`config.mk`:
```
export PLATFORM = sky130hd
export DESIGN_NAME = qlearn_episode_sched
export DESIGN_NICKNAME = d
export VERILOG_FILES = /design/src/rtl/qlearn_pkg.sv /design/src/rtl/qlearn_episode_sched_inflight_scoreboard.sv /design/src/rtl/qlearn_episode_sched.sv
export SDC_FILE = /design/constraint.sdc
export NUM_CORES = 1
export LEC_CHECK = 0
export BUFFER_PORTS_ARGS = -buffer_cell sky130_fd_sc_hd__buf_2
export CAP_MARGIN = 20
export CORE_MARGIN = 2
export CORE_UTILIZATION = 42
export DETAILED_ROUTE_END_ITERATION = 8
export PLACE_DENSITY = 0.73
export SLEW_MARGIN = 20
export SYNTH_ARGS = -nofsm -noshare
export SYNTH_HDL_FRONTEND = slang
export SYNTH_HIERARCHICAL = 1
export SYNTH_SLANG_ARGS = --single-unit
```
`constraint.sdc`:
```
create_clock -name clk -period 6.3 [get_ports clk]
set_input_delay 0.945 -clock clk [delete_from_list [all_inputs] [get_ports clk]]
set_output_delay 0.945 -clock clk [all_outputs]
set_load 0.005 [all_outputs]
```
`src/rtl/qlearn_pkg.sv`:
```
// Shared types and constants for the Q-learning episode scheduler.
package qlearn_pkg;

  localparam int unsigned S_W       = 6;
  localparam int unsigned A_W       = 2;
  localparam int unsigned N_STATES  = 64;
  localparam int unsigned N_ACTIONS = 4;

  localparam logic [15:0] LFSR_MASK = 16'hB400;

  typedef enum logic [1:0] {
    ST_IDLE  = 2'd0,
    ST_RUN   = 2'd1,
    ST_DRAIN = 2'd2,
    ST_DONE  = 2'd3
  } sched_state_e;

  // One step of the 16-bit Galois LFSR.
  function automatic logic [15:0] lfsr_next(input logic [15:0] v);
    return v[0] ? ((v >> 1) ^ LFSR_MASK) : (v >> 1);
  endfunction

endpackage

```
`src/rtl/qlearn_episode_sched_inflight_scoreboard.sv`:
```
// In-order FIFO of in-flight update states with a two-port parallel match.
module inflight_scoreboard
  import qlearn_pkg::*;
#(
  parameter int unsigned DEPTH = 4,
  localparam int unsigned CNT_W = $clog2(DEPTH + 1)
) (
  input  logic             clk,
  input  logic             rst,
  input  logic             push_i,
  input  logic [S_W-1:0]   push_state_i,
  input  logic             pop_i,
  input  logic [S_W-1:0]   q0_i,
  input  logic [S_W-1:0]   q1_i,
  output logic             match_c_o,
  output logic [CNT_W-1:0] count_o,
  output logic             full_o,
  output logic             empty_o
);

  localparam int unsigned PTR_W = (DEPTH > 1) ? $clog2(DEPTH) : 1;

  logic [S_W-1:0]   ent_q [DEPTH];
  logic [DEPTH-1:0] vld_q;
  logic [PTR_W-1:0] wr_q, rd_q;
  logic [CNT_W-1:0] cnt_q;
  logic             do_pop;

  function automatic logic [PTR_W-1:0] ptr_inc(input logic [PTR_W-1:0] p);
    return (p == PTR_W'(DEPTH - 1)) ? '0 : p + PTR_W'(1);
  endfunction

  assign empty_o = (cnt_q == '0);
  assign full_o  = (cnt_q == CNT_W'(DEPTH));
  assign count_o = cnt_q;
  assign do_pop  = pop_i & ~empty_o;

  always_ff @(posedge clk or posedge rst) begin
    if (rst) begin
      for (int i = 0; i < int'(DEPTH); i++) ent_q[i] <= '0;
      vld_q <= '0;
      wr_q  <= '0;
      rd_q  <= '0;
      cnt_q <= '0;
    end else begin
      if (push_i) begin
        ent_q[wr_q] <= push_state_i;
        vld_q[wr_q] <= 1'b1;
        wr_q        <= ptr_inc(wr_q);
      end
      if (do_pop) begin
        vld_q[rd_q] <= 1'b0;
        rd_q        <= ptr_inc(rd_q);
      end
      case ({push_i, do_pop})
        2'b10:   cnt_q <= cnt_q + CNT_W'(1);
        2'b01:   cnt_q <= cnt_q - CNT_W'(1);
        default: cnt_q <= cnt_q;
      endcase
    end
  end

  // Registered entries only: a same-cycle retire still blocks.
  always_comb begin
    match_c_o = 1'b0;
    for (int i = 0; i < int'(DEPTH); i++) begin
      if (vld_q[i] && ((ent_q[i] == q0_i) || (ent_q[i] == q1_i))) match_c_o = 1'b1;
    end
  end

endmodule

```
`src/rtl/qlearn_episode_sched.sv`:
```
// Episode scheduler: epsilon-greedy action issue with RAW hazard stall and drain.
module qlearn_episode_sched
  import qlearn_pkg::*;
#(
  parameter int unsigned PIPE_DEPTH = 4,
  parameter int unsigned MAX_STEPS  = 256,
  parameter logic [15:0] LFSR_SEED  = 16'hACE1
) (
  input  logic           clk,
  input  logic           rst,
  input  logic           start,
  input  logic [15:0]    num_episodes,
  input  logic [S_W-1:0] start_state,
  input  logic [S_W-1:0] goal_state,
  input  logic [7:0]     eps,
  input  logic [A_W-1:0] greedy_act,
  input  logic [S_W-1:0] next_state,
  input  logic           pipe_ready,
  input  logic           wb_valid,
  output logic           issue_valid,
  output logic [S_W-1:0] issue_state,
  output logic [A_W-1:0] issue_action,
  output logic [S_W-1:0] issue_next_state,
  output logic           busy,
  output logic           done,
  output logic [15:0]    episode_cnt,
  output logic [8:0]     step_cnt,
  output logic           wb_err
);

  localparam int unsigned CNT_W = $clog2(PIPE_DEPTH + 1);

  sched_state_e     state_q, state_d;
  logic [S_W-1:0]   cur_state_q, cur_state_d;
  logic [15:0]      lfsr_q, lfsr_d;
  logic [15:0]      episode_cnt_q, episode_cnt_d;
  logic [8:0]       step_cnt_q, step_cnt_d;
  logic             wb_err_q, wb_err_d;

  logic             run, fire, ep_end, last_ep, start_go;
  logic             sb_match, sb_full, sb_empty;
  logic [CNT_W-1:0] sb_count;

  inflight_scoreboard #(.DEPTH(PIPE_DEPTH)) u_sb (
    .clk          (clk),
    .rst          (rst),
    .push_i       (fire),
    .push_state_i (cur_state_q),
    .pop_i        (wb_valid),
    .q0_i         (cur_state_q),
    .q1_i         (next_state),
    .match_c_o    (sb_match),
    .count_o      (sb_count),
    .full_o       (sb_full),
    .empty_o      (sb_empty)
  );

  always_ff @(posedge clk or posedge rst) begin
    if (rst) state_q <= ST_IDLE;
    else     state_q <= state_d;
  end

  always_comb begin
    state_d = state_q;
    case (state_q)
      ST_IDLE, ST_DONE: begin
        if (start) state_d = (num_episodes == 16'd0) ? ST_DONE : ST_RUN;
      end
      ST_RUN: begin
        if (fire && ep_end && last_ep) state_d = ST_DRAIN;
      end
      ST_DRAIN: begin
        if (sb_empty || ((sb_count == CNT_W'(1)) && wb_valid)) state_d = ST_DONE;
      end
      default: state_d = ST_IDLE;
    endcase
  end

  always_comb begin
    run              = (state_q == ST_RUN);
    issue_valid      = run & ~sb_match & ~sb_full;
    fire             = issue_valid & pipe_ready;
    issue_action     = '0;
    issue_next_state = '0;
    if (run) begin
      issue_action     = (lfsr_q[7:0] < eps) ? lfsr_q[9:8] : greedy_act;
      issue_next_state = next_state;
    end
    busy = run | (state_q == ST_DRAIN);
    done = (state_q == ST_DONE);
  end

  always_comb begin
    start_go      = ((state_q == ST_IDLE) || (state_q == ST_DONE)) && start
                    && (num_episodes != 16'd0);
    ep_end        = (next_state == goal_state) || (step_cnt_q == 9'(MAX_STEPS - 1));
    last_ep       = ((episode_cnt_q + 16'd1) == num_episodes);
    cur_state_d   = cur_state_q;
    lfsr_d        = lfsr_q;
    episode_cnt_d = episode_cnt_q;
    step_cnt_d    = step_cnt_q;
    wb_err_d      = wb_err_q;
    if (start_go) begin
      cur_state_d   = start_state;
      episode_cnt_d = '0;
      step_cnt_d    = '0;
      wb_err_d      = 1'b0;
    end
    if (fire) begin
      lfsr_d = lfsr_next(lfsr_q);
      if (ep_end) begin
        episode_cnt_d = episode_cnt_q + 16'd1;
        step_cnt_d    = '0;
        cur_state_d   = start_state;
      end else begin
        step_cnt_d    = step_cnt_q + 9'd1;
        cur_state_d   = next_state;
      end
    end
    // Spurious retire is sticky and wins over a same-cycle start clear.
    if (wb_valid && sb_empty) wb_err_d = 1'b1;
  end

  always_ff @(posedge clk or posedge rst) begin
    if (rst) begin
      cur_state_q   <= '0;
      lfsr_q        <= LFSR_SEED;
      episode_cnt_q <= '0;
      step_cnt_q    <= '0;
      wb_err_q      <= 1'b0;
    end else begin
      cur_state_q   <= cur_state_d;
      lfsr_q        <= lfsr_d;
      episode_cnt_q <= episode_cnt_d;
      step_cnt_q    <= step_cnt_d;
      wb_err_q      <= wb_err_d;
    end
  end

  assign issue_state = cur_state_q;
  assign episode_cnt = episode_cnt_q;
  assign step_cnt    = step_cnt_q;
  assign wb_err      = wb_err_q;

endmodule
```
==> reports/results.tsv <==
stage	metric	value	unit
worst_hold_path	Tightest Hold Check Type	reg -> reg	
yosys	Seq/Total Area, Yosys	39.4	%
floorplanning	full die area	13800	um^2
pwr	Gate power share	37.8	%
finish	commonest non-fill, non-tap cell in the layout	buf_2	
critical_path	crit path max fanout	35	
pwr	net switching power	0.960	mW
pwr	Total Power	2.52	mW
placement	# placed instances	795	
clock_network	Root Buffer	clkbuf_16	
global_route	first-pass GRT wire length	22400	um
pwr	Sw Ratio	38.0	%
finish	FF+latch area	2140	um^2
global_route	vias in the first global route	4528	
finish	ANT cells	0	
global_route	grt total ovfl	0	
yosys	asr flop ratio synth	100	%
yosys	main combinational cell family by area after synthesis	simple AND/OR/NAND/NOR gates	
global_route	gr usage total	19.8	%
timing	period utilization	68.9	%
yosys	Post-Synth Adder-Cell Area	5.68	%
finish	commonest cells after routing, fill and taps aside	buf_2, dfrtp_1, xnor2_1, o21ai_0, nand2_1	
critical_path	Worst setup EP type	register	
clock_network	Post-CTS Setup Bufs	0	
yosys	mapped cell area	5420	um^2
worst_hold_path	Min-Delay Path Depth	2	
yosys	top cells by area, synth	dfrtp_1, xnor2_1, ha_1	
clock_network	clock buffer count from CTS	9	
pwr	Reg power frac	39.5	%
yosys	Simple-Gate Fraction of Synth Area	16.4	%
placement	DPL Wire Length	9810	um
clock_network	CTS Sinks	85	
finish	area of the multi-input gates	3060	um^2
critical_path	Reg2Reg Depth	11	
yosys	compound-gate portion of the synthesized area	11.9	%
placement	placed cell areas	6000	um^2
timing	shortest period the worst path allows	4.34	ns
floorplanning	Core Rows	41	
yosys	synthesis warning total	6	
clock_network	CTS tree	done	
timing	Setup-failing EPs final	0	
yosys	mux cell area share after synthesis	9.16	%
finish	Layout Nets	707	
timing	Fmax	230	MHz
yosys	cell taking the most area after synthesis	dfrtp_1	
drt	final wirelength	13400	um
drt	vias post-DR	4515	
global_route	initial antenna violation count	0	
floorplanning	Initial Utilization	43.0	%
finish	ratio of cells with drive above 1 in the final layout	24.9	%
critical_path	CP arrival	4.57	ns
clock_network	CTS H-tree lvls	3	
finish	Finished Cell Area	6320	um^2
status	status	finished, final reports clean	
global_route	pin count of the biggest net entering global routing	51	
finish	Layout area overhead	16.6	%
finish	fill cell total of the finished layout	1159	
drt	drt drc	0	
placement	Port Buf Inserts	91	
yosys	Synth Register Bits	85	
clock_network	Post-CTS Resized	0	
yosys	number of synthesized flops with an enable pin	0	
critical_path	Worst Path Required	6.53	ns
drt	WL/cell	16.5	um
timing	slew margin rel.	31.4	%
floorplanning	DIE HEIGHT	118	um
timing	RSZ-0062 raised after global routing	no	
drt	Detail Route Antenna Nets	0	
floorplanning	IO Pins	92	
yosys	syn_area_per_cell	9.77	um^2
yosys	Unique masters post-synth	65	
clock_network	clock buffer depth	2	
placement	placer's final routability congestion estimate	0.955	
drt	First DRT Iteration DRCs	269	
clock_network	register clock-pin slew on the reported worst setup and hold paths	0.07	ns
yosys	xor and xnor area share after synthesis	13.2	%
critical_path	CP Class	in -> reg	
timing	Slew Viols, Final	0	
timing	endpoints failing hold	0	
yosys	Post-Synthesis Cells	555	
pwr	Cell Int Power	1.56	mW
clock_network	hold bufs inserted after CTS	0	
finish	Layout Cells excl Fill	811	
yosys	Synth top area share	35.5	%
timing	PnR worst setup slack	1.96	ns
pwr	IR drop worst, VDD	154	uV
timing	Fin Setup TNS	0	ns
drt	via/cell ratio	5.57	
pwr	PwrDens	399	nW/um^2
timing	final clock skew	0.00704	ns
floorplanning	Die W	118	um
run	Max Cap Viol	0	
drt	DR pass1 iterations	6	
yosys	Synthesized Nets	628	
yosys	top_reg_cell synth	dfrtp_1	
timing	Slew @ Worst Pin	1.03	ns
pwr	Clk pwr share	22.7	%
pwr	P_leak	2.88	nW
clock_network	Clock Latency Late Sink	0.34	ns
floorplanning	Core ar.	12600	um^2
placement	Place WS	1.68	ns
critical_path	Worst setup SP type	input pin	
critical path, cell delays in order:
cell and delay (ns):
buf_2 0.17, xnor2_1 0.14, nand4_1 0.10, nor4_1 0.06, nor4_1 0.30, nand2_1 0.14, and4bb_2 0.81, nand3_1 0.13
o2bb2a_1 0.68, and2_0 0.59, o21bai_1 0.28, a21o_1 0.20
per-stage QoR:
| step | hold slack (ns) | utilization, % |
|---|---|---|
| final | 0.506 | 50.1 |
| after global routing | 0.538 | 50.1 |
| after CTS | 0.511 | 50.1 |
| after detailed placement | 0.495 | 47.5 |
| after global placement | 0.487 | 47.5 |
| after floorplan | 0.478 | - |
flip-flops by register name (all words and copies together), names as in the netlist, 2 cells and up:
signal,count
episode_cnt,16
issue_state,6
lfsr_q,16
state_q,2
step_cnt,9
u_sb/count_o,3
u_sb/ent_q,24
u_sb/rd_q,2
u_sb/vld_q,4
u_sb/wr_q,2
logic make-up (layout without fill, tap and decap cells):
| family | after synthesis | in the layout |
|---|---|---|
| and+or+nand+nor | 160 | 160 |
| buffers and inverters | 55 | 139 |
| xor gates and xnor gates | 81 | 81 |
| AOI/OAI and AO/OA | 105 | 105 |
| DFF | 85 | 85 |
| muxes | 45 | 45 |
| adders and majority gates | 24 | 24 |
cell type report:
class                      instances  area share, %
clock buffer                      10           3.62
clock inverter                     6           1.48
inverter                          28           1.66
multi-input combinational        415           48.3
sequential                        85           33.8
tap                              172           3.40
timing repair buffer              95           7.68
power groups by stage:
stage	registers (mW)	logic, mW	clock network (mW)
after floorplan	0.915	0.722	0
after global placement	0.990	0.891	0
after detailed placement	1.00	0.941	0
after CTS	0.993	0.953	0.588
after global routing	1.02	1.06	0.615
final	0.997	0.952	0.574
per-layer routing:
layer  share of wire [%]  up-vias  GRT usage (%)
met3                 5.2       21           3.68
met2                  49      156           33.0
met5                   0        -              0
li1                    -     2123              -
met1                  44     2215           25.9
met4                 2.2        0           6.25
worst paths after layout:
check	slack (ns)	endpoint	startpoint
min in group asynchronous	0.71	u_sb/ent_q[10]	rst
max reg2reg	2.12	episode_cnt[7]	issue_state[3]
min	0.51	lfsr_q[10]	lfsr_q[10]
min reg2reg	0.51	lfsr_q[10]	lfsr_q[10]
max in group asynchronous	5.06	step_cnt[3]	rst
max	1.96	episode_cnt[7]	next_state[2]
synthesized netlist by cell type (5+ instances only):
cell type,number
nor2b_1,7
o21ai_0,42
dfstp_2,8
mux2i_1,8
xor2_1,27
nand2_1,35
dfrtp_1,77
mux2_2,25
nand2b_1,5
inv_1,27
mux2_1,12
o31ai_1,7
xnor2_1,53
nor4_1,17
buf_2,13
a21oi_1,17
and2_1,7
nand3_1,15
and3_1,5
nor2_1,25
ha_1,23
clkbuf_1,11
nand4_1,15
a31oi_1,5
o21ai_1,5
Note: power is estimated with default switching activity, not from simulation.
